**config.mk**
```make
export PLATFORM = sky130hd
export DESIGN_NAME = control_pipeline
export DESIGN_NICKNAME = d
export VERILOG_FILES = /design/src/rtl/cpu_ctrl_pkg.sv /design/src/rtl/hazard_detect_unit.sv /design/src/rtl/control_pipeline.sv
export SDC_FILE = /design/constraint.sdc
export NUM_CORES = 1
export LEC_CHECK = 0
export BUFFER_PORTS_ARGS = -buffer_cell sky130_fd_sc_hd__buf_4
export CORE_MARGIN = 2
export CORE_UTILIZATION = 46
export CTS_CLUSTER_DIAMETER = 60
export DETAILED_ROUTE_END_ITERATION = 16
export GPL_ROUTABILITY_DRIVEN = 1
export GPL_TIMING_DRIVEN = 0
export PLACE_DENSITY = 0.89
export SLEW_MARGIN = 10
export SYNTH_ARGS = -nofsm -noshare
export SYNTH_HDL_FRONTEND = slang
export SYNTH_SLANG_ARGS = --single-unit
```
**constraint.sdc**
```tcl
create_clock -name clk -period 4.8 [get_ports clk]
set_input_delay 0.72 -clock clk [delete_from_list [all_inputs] [get_ports clk]]
set_output_delay 0.72 -clock clk [all_outputs]
set_load 0.1 [all_outputs]
```
**src/rtl/cpu_ctrl_pkg.sv**
```systemverilog
// Shared control-path types for the 5-stage MIPS core.
// Latency: n/a (types and constants only). Backpressure: n/a.
// Contents: ALU op encodings, the decoder control bundle, the bubble constant
// and the per-stage register layouts used downstream of ID/EX.
package cpu_ctrl_pkg;

  // ALU operation encodings as produced by the decoder.
  localparam logic [1:0] ALU_OP_ADD    = 2'd0;
  localparam logic [1:0] ALU_OP_SUB    = 2'd1;
  localparam logic [1:0] ALU_OP_R_TYPE = 2'd2;

  // Decoder control bundle. alu_op is one two-bit field, so the bundle has
  // nine fields in ten bits.
  typedef struct packed {
    logic [1:0] alu_op;
    logic       reg_dst;
    logic       branch;
    logic       mem_read;
    logic       mem_2_reg;
    logic       mem_write;
    logic       alu_src;
    logic       reg_write;
    logic       jump;
  } ctrl_bundle_t;

  // A bubble clears every control bit, so it can never write memory or the
  // register file.
  localparam ctrl_bundle_t CTRL_BUBBLE = '{alu_op: ALU_OP_ADD, default: 1'b0};

  // Controls still needed once an instruction has left EX.
  typedef struct packed {
    logic valid;
    logic branch;
    logic mem_read;
    logic mem_write;
    logic mem_2_reg;
    logic reg_write;
  } ex_mem_t;

  // Controls still needed in WB.
  typedef struct packed {
    logic valid;
    logic reg_write;
    logic mem_2_reg;
  } mem_wb_t;

  // A jump redirects fetch from ID and has no architectural write of its
  // own, so its write enables are cleared before it enters the pipeline.
  function automatic ctrl_bundle_t strip_writes(ctrl_bundle_t b);
    ctrl_bundle_t r;
    r           = b;
    r.reg_write = 1'b0;
    r.mem_write = 1'b0;
    return r;
  endfunction

endpackage

```
**src/rtl/hazard_detect_unit.sv**
```systemverilog
// Load-use hazard detector: a load in EX whose rt feeds the instruction in ID.
// Latency: purely combinational. Backpressure: none; the result drives stall.
// Ports: ex_valid_i/ex_mem_read_i/ex_rt_i describe the EX instruction,
//        id_valid_i/id_rs_i/id_rt_i the ID instruction; hazard_o flags the stall.
module hazard_detect_unit #(
  parameter int REG_ADDR_W = 5
) (
  input  logic                  ex_valid_i,
  input  logic                  ex_mem_read_i,
  input  logic [REG_ADDR_W-1:0] ex_rt_i,
  input  logic                  id_valid_i,
  input  logic [REG_ADDR_W-1:0] id_rs_i,
  input  logic [REG_ADDR_W-1:0] id_rt_i,
  output logic                  hazard_o
);

  logic ex_rt_nonzero;
  logic src_match;

  // $zero never carries a dependency.
  assign ex_rt_nonzero = (ex_rt_i != '0);
  // rt is compared even for I-type consumers that do not read it; a
  // spurious one-cycle stall is cheaper than decoding which fields are read.
  assign src_match     = (ex_rt_i == id_rs_i) | (ex_rt_i == id_rt_i);

  assign hazard_o = ex_valid_i & ex_mem_read_i & ex_rt_nonzero & id_valid_i & src_match;

endmodule

```
**src/rtl/control_pipeline.sv**
```systemverilog
// Carries decoder controls through ID/EX, EX/MEM and MEM/WB; handles load-use
// stalls and wrong-path squash on a taken branch or jump.
// Latency: one cycle per stage. Backpressure: stall holds PC and IF/ID upstream.
// Ports: id_* decoder bundle and source regs in; mem_zero from EX/MEM;
//        stall/flush_if_id/pc_src combinational; ex_*/mem_*/wb_* registered.
module control_pipeline
  import cpu_ctrl_pkg::*;
#(
  parameter int REG_ADDR_W = 5
) (
  input  logic                  clk,
  input  logic                  rst,
  input  logic                  id_valid,
  input  logic [1:0]            id_alu_op,
  input  logic                  id_reg_dst,
  input  logic                  id_branch,
  input  logic                  id_mem_read,
  input  logic                  id_mem_2_reg,
  input  logic                  id_mem_write,
  input  logic                  id_alu_src,
  input  logic                  id_reg_write,
  input  logic                  id_jump,
  input  logic [REG_ADDR_W-1:0] id_rs,
  input  logic [REG_ADDR_W-1:0] id_rt,
  input  logic                  mem_zero,
  output logic                  stall,
  output logic                  flush_if_id,
  output logic                  pc_src,
  output logic                  ex_valid,
  output logic                  ex_reg_dst,
  output logic                  ex_alu_src,
  output logic [1:0]            ex_alu_op,
  output logic [REG_ADDR_W-1:0] ex_rt,
  output logic                  mem_valid,
  output logic                  mem_branch,
  output logic                  mem_mem_read,
  output logic                  mem_mem_write,
  output logic                  wb_valid,
  output logic                  wb_reg_write,
  output logic                  wb_mem_2_reg
);

  ctrl_bundle_t id_ctrl;

  logic                  id_ex_valid_q, id_ex_valid_d;
  ctrl_bundle_t          id_ex_ctrl_q,  id_ex_ctrl_d;
  logic [REG_ADDR_W-1:0] id_ex_rt_q,    id_ex_rt_d;
  ex_mem_t               ex_mem_q,      ex_mem_d;
  mem_wb_t               mem_wb_q,      mem_wb_d;

  logic hazard;
  logic taken;
  logic ex_jump_unused;

  assign id_ctrl = '{
    alu_op:    id_alu_op,
    reg_dst:   id_reg_dst,
    branch:    id_branch,
    mem_read:  id_mem_read,
    mem_2_reg: id_mem_2_reg,
    mem_write: id_mem_write,
    alu_src:   id_alu_src,
    reg_write: id_reg_write,
    jump:      id_jump
  };

  hazard_detect_unit #(
    .REG_ADDR_W (REG_ADDR_W)
  ) u_hazard (
    .ex_valid_i    (id_ex_valid_q),
    .ex_mem_read_i (id_ex_ctrl_q.mem_read),
    .ex_rt_i       (id_ex_rt_q),
    .id_valid_i    (id_valid),
    .id_rs_i       (id_rs),
    .id_rt_i       (id_rt),
    .hazard_o      (hazard)
  );

  // Branch resolves in MEM; the zero flag arrives alongside the EX/MEM register.
  assign taken = ex_mem_q.valid & ex_mem_q.branch & mem_zero;

  // Redirects are suppressed during reset so nothing upstream moves while the
  // pipeline is being cleared. A taken branch overrides the load-use stall:
  // the dependent instruction is on the wrong path and is flushed instead.
  assign pc_src      = ~rst & taken;
  assign stall       = ~rst & hazard & ~taken;
  assign flush_if_id = ~rst & (taken | (id_valid & id_jump & ~hazard));

  always_comb begin
    id_ex_valid_d = 1'b0;
    id_ex_ctrl_d  = CTRL_BUBBLE;
    id_ex_rt_d    = '0;
    // ID/EX takes a bubble when squashed, when stalled, or when ID is empty.
    if (!taken && !hazard && id_valid) begin
      id_ex_valid_d = 1'b1;
      id_ex_ctrl_d  = id_jump ? strip_writes(id_ctrl) : id_ctrl;
      id_ex_rt_d    = id_rt;
    end

    ex_mem_d = '0;
    // The instruction in EX is younger than the taken branch, so it dies too.
    if (!taken) begin
      ex_mem_d = '{
        valid:     id_ex_valid_q,
        branch:    id_ex_ctrl_q.branch,
        mem_read:  id_ex_ctrl_q.mem_read,
        mem_write: id_ex_ctrl_q.mem_write,
        mem_2_reg: id_ex_ctrl_q.mem_2_reg,
        reg_write: id_ex_ctrl_q.reg_write
      };
    end

    // The branch itself is architecturally complete and always retires.
    mem_wb_d = '{
      valid:     ex_mem_q.valid,
      reg_write: ex_mem_q.reg_write,
      mem_2_reg: ex_mem_q.mem_2_reg
    };
  end

  always_ff @(posedge clk) begin
    if (rst) begin
      id_ex_valid_q <= 1'b0;
      id_ex_ctrl_q  <= CTRL_BUBBLE;
      id_ex_rt_q    <= '0;
      ex_mem_q      <= '0;
      mem_wb_q      <= '0;
    end else begin
      id_ex_valid_q <= id_ex_valid_d;
      id_ex_ctrl_q  <= id_ex_ctrl_d;
      id_ex_rt_q    <= id_ex_rt_d;
      ex_mem_q      <= ex_mem_d;
      mem_wb_q      <= mem_wb_d;
    end
  end

  // The jump bit has no consumer past ID; it rides along so ID/EX holds the
  // complete decoder bundle.
  assign ex_jump_unused = id_ex_ctrl_q.jump;

  assign ex_valid      = id_ex_valid_q;
  assign ex_reg_dst    = id_ex_ctrl_q.reg_dst;
  assign ex_alu_src    = id_ex_ctrl_q.alu_src;
  assign ex_alu_op     = id_ex_ctrl_q.alu_op;
  assign ex_rt         = id_ex_rt_q;
  assign mem_valid     = ex_mem_q.valid;
  assign mem_branch    = ex_mem_q.branch;
  assign mem_mem_read  = ex_mem_q.mem_read;
  assign mem_mem_write = ex_mem_q.mem_write;
  assign wb_valid      = mem_wb_q.valid;
  assign wb_reg_write  = mem_wb_q.reg_write;
  assign wb_mem_2_reg  = mem_wb_q.mem_2_reg;

endmodule
```
==> flow_summary.toml <==
[sta]
period_share_pct = 57.1
hold_viol_final = 0
timing.slew.headroom_pct = 66.5
min_period_ns = 2.74
final_max_slew_viol_count = 0
rsz0062_at_grt = "false"
worst_slew_pin_slew_ns = 0.501
skew_ns = 0.00680
fin_tns_setup_ns = 0
fmaxAchievable_mhz = 365
finalSetupViolations = 0

[clock_network]
cts_setup_buffers = 0
tritoncts = "yes"
root_buffer = "clkbuf_4"
cts_sinks = 24
cts_buffer_depth = 2
cts_made_buffers = 3
post_cts_resized = 0
clock_latency_ns = 0.31
cts-htree-levels = 1
clkTransAtPathRegs_ns = 0.13
ctsHoldBuffers = 0

[final_layout]
layout_commonest_cell = "buf_4"
diodes = 0
fin_util_pct = 72.3
drive_above_1_share_pct = 54.1
layout.nets = 147
final_cell_mix = "45 x buf_4, 24 x dfxtp_1, 13 x and2_2"
final_cells = 147
area_delta_synth_final_pct = 47.6

[global_routing]
met1_usage_pct = 16.3
grt_max_degree = 15
met2_usage_pct = 27.9
track_usage_pct = 15.4
grt_pass1_wl_um = 2350
grt_util_met3_pct = 3.85
antenna_found_initial = 0
grt-ovfl-total = 0
grt_pass1_vias = 621
grt_busiest_layer = "met2"

[worst_setup_path]
critPathSlowestCell = "dfxtp_1"
crit_start = "ex_rt[0]$_SDFF_PP0_"
cp_top_family = "simple AND/OR/NAND/NOR gates"
cp_max_fo = 4
r2r_cells = 5
critPathKind = "reg2out"
max_stage_delay_ns = 0.38
cp_data_required_time_ns = 4.08
worstPathCellList = "or3_1, o311a_1, and2_2, o21bai_1, buf_4"
start_kind = "register"
critical_path_depth = 5
arrival_ns = 2.02
rr_startpoint = "ex_rt[0]$_SDFF_PP0_"
path_buf_inv = 1
critPathCaptureType = "primary output"

[logic_synthesis]
synth_top_family_by_area = "simple AND/OR/NAND/NOR gates"
yosysUniqueCellTypes = 18
synth_compound_gate_area_share_pct = 4.54
ys_seq_elements = 24
ys_seq_area_share_pct = 56.2
synth.avg_cell_area_um2 = 11.4
syn-num-nets = 99
netlist_instances = 75
yosysWarnings = 0
synthAdderAreaFrac_pct = 0
synth.cell_area_um2 = 855
muxShareOfSynthArea_pct = 0
yosys.area_share.simple_pct = 25.9
synth_xor_area_share_pct = 10.2

[detailed_routing]
vias = 672
routed_wl_um = 1670
drc = 0
ant_nets = 0
vias_per_cell = 4.57
wl_per_cell_um = 11.3
drt_pass1_iterations = 3
dr.first_iter.drc_count = 6

[place]
hpwl_um = 1310
io_buffers = 43
placed_cells_incl_taps = 143
place.gp.congestion = 0.693

[pwr]
leakage_nw = 0.601
internal_power_uw = 321
clockPowerShare_pct = 33.0
p_total_uw = 437
power_frac_seq_pct = 48.1
p_sw_uw = 116
ir_worst_vdd_mv = 0.194
pwr_density_cell_nw_per_um2 = 346
sw_frac_of_total_pct = 26.5
p_comb_share_pct = 18.9

[floorplanning]
initial_core_util_pct = 49.0
die_h_um = 47.1
die_area_um2 = 2220
core_um2 = 1750
die_w_um = 47.1
ios = 44
fp-row-count = 15

[outcome]
status = "completed"

[job]
maxCapViolCount = 0

[min_path]
hold_class = "reg2reg"
whs_path_depth = 1
hold_path_startpoint = "id_ex_ctrl_q[6]$_SDFF_PP0_"
[through the flow]
stage / instance area, um^2 / hold WS (ns) / setup WS, ns
after floorplan: 855 / 0.406 / 1.02
after global placement: 1210 / 0.411 / 2.16
after detailed placement: 1210 / 0.413 / 2.14
after CTS: 1260 / 0.437 / 2.04
after global routing: 1260 / 0.451 / 2.00
final: 1260 / 0.434 / 2.06
[routing by layer]
metal | wire length (um) | vias up
met5 | 0 | -
met4 | 12 | 0
met2 | 832 | 35
met3 | 149 | 2
li1 | - | 335
met1 | 673 | 300
[power by group through the flow]
stage / clock network [mW] / registers, mW / logic, mW
after floorplan: 0 / 0.244 / 0.0255
after global placement: 0 / 0.214 / 0.0818
after detailed placement: 0 / 0.214 / 0.0830
after CTS: 0.148 / 0.210 / 0.0836
after global routing: 0.155 / 0.211 / 0.0861
final: 0.144 / 0.210 / 0.0827
[path summary, 6_finish.rpt]
| kind | endpoint | slack (ns) |
|---|---|---|
| max | flush_if_id | 2.06 |
| min | mem_branch$_SDFF_PP0_ | 0.43 |
| max reg2reg | ex_rt[2]$_SDFF_PP0_ | 3.11 |
| min reg2reg | mem_branch$_SDFF_PP0_ | 0.43 |
[synth_stat cells]
library cell / instances / share of area (%)
a21oi_2: 1 / 1.0
a31oi_1: 1 / 0.73
and2_1: 6 / 4.4
and2_2: 13 / 11
and3_1: 2 / 1.5
and3b_2: 2 / 2.3
buf_4: 2 / 1.8
buf_6: 1 / 1.3
dfxtp_1: 24 / 56
nand2_1: 3 / 1.3
nand3_1: 2 / 1.2
nand3b_1: 1 / 0.88
nor2b_1: 3 / 2.2
o21bai_1: 1 / 0.88
o22ai_1: 1 / 0.73
o311a_1: 1 / 1.2
or3_1: 1 / 0.73
xnor2_1: 10 / 10
[cell families (layout without fill, tap and decap cells)]
logic type      Yosys count  after routing
simple gates             33             33
flops                    24             24
xor+xnor                 10             10
compound gates            5              5
buf+inv                   3             50
[layout make-up]
type,count,area [um^2]
clock inverter,1,30.0
sequential,24,480
fill,139,484
buffer,3,26.3
tap,25,31.3
timing repair buffer,43,323
multi-input combinational,48,348
clock buffer,3,22.5
[worst reg2reg max path, cell delays in order (launching register included)]
cell	delay, ns
dfxtp_1	0.38
or3_1	0.38
o311a_1	0.32
a21oi_2	0.26
buf_6	0.17
and2_2	0.14
Power figures use the tool's default switching activity.
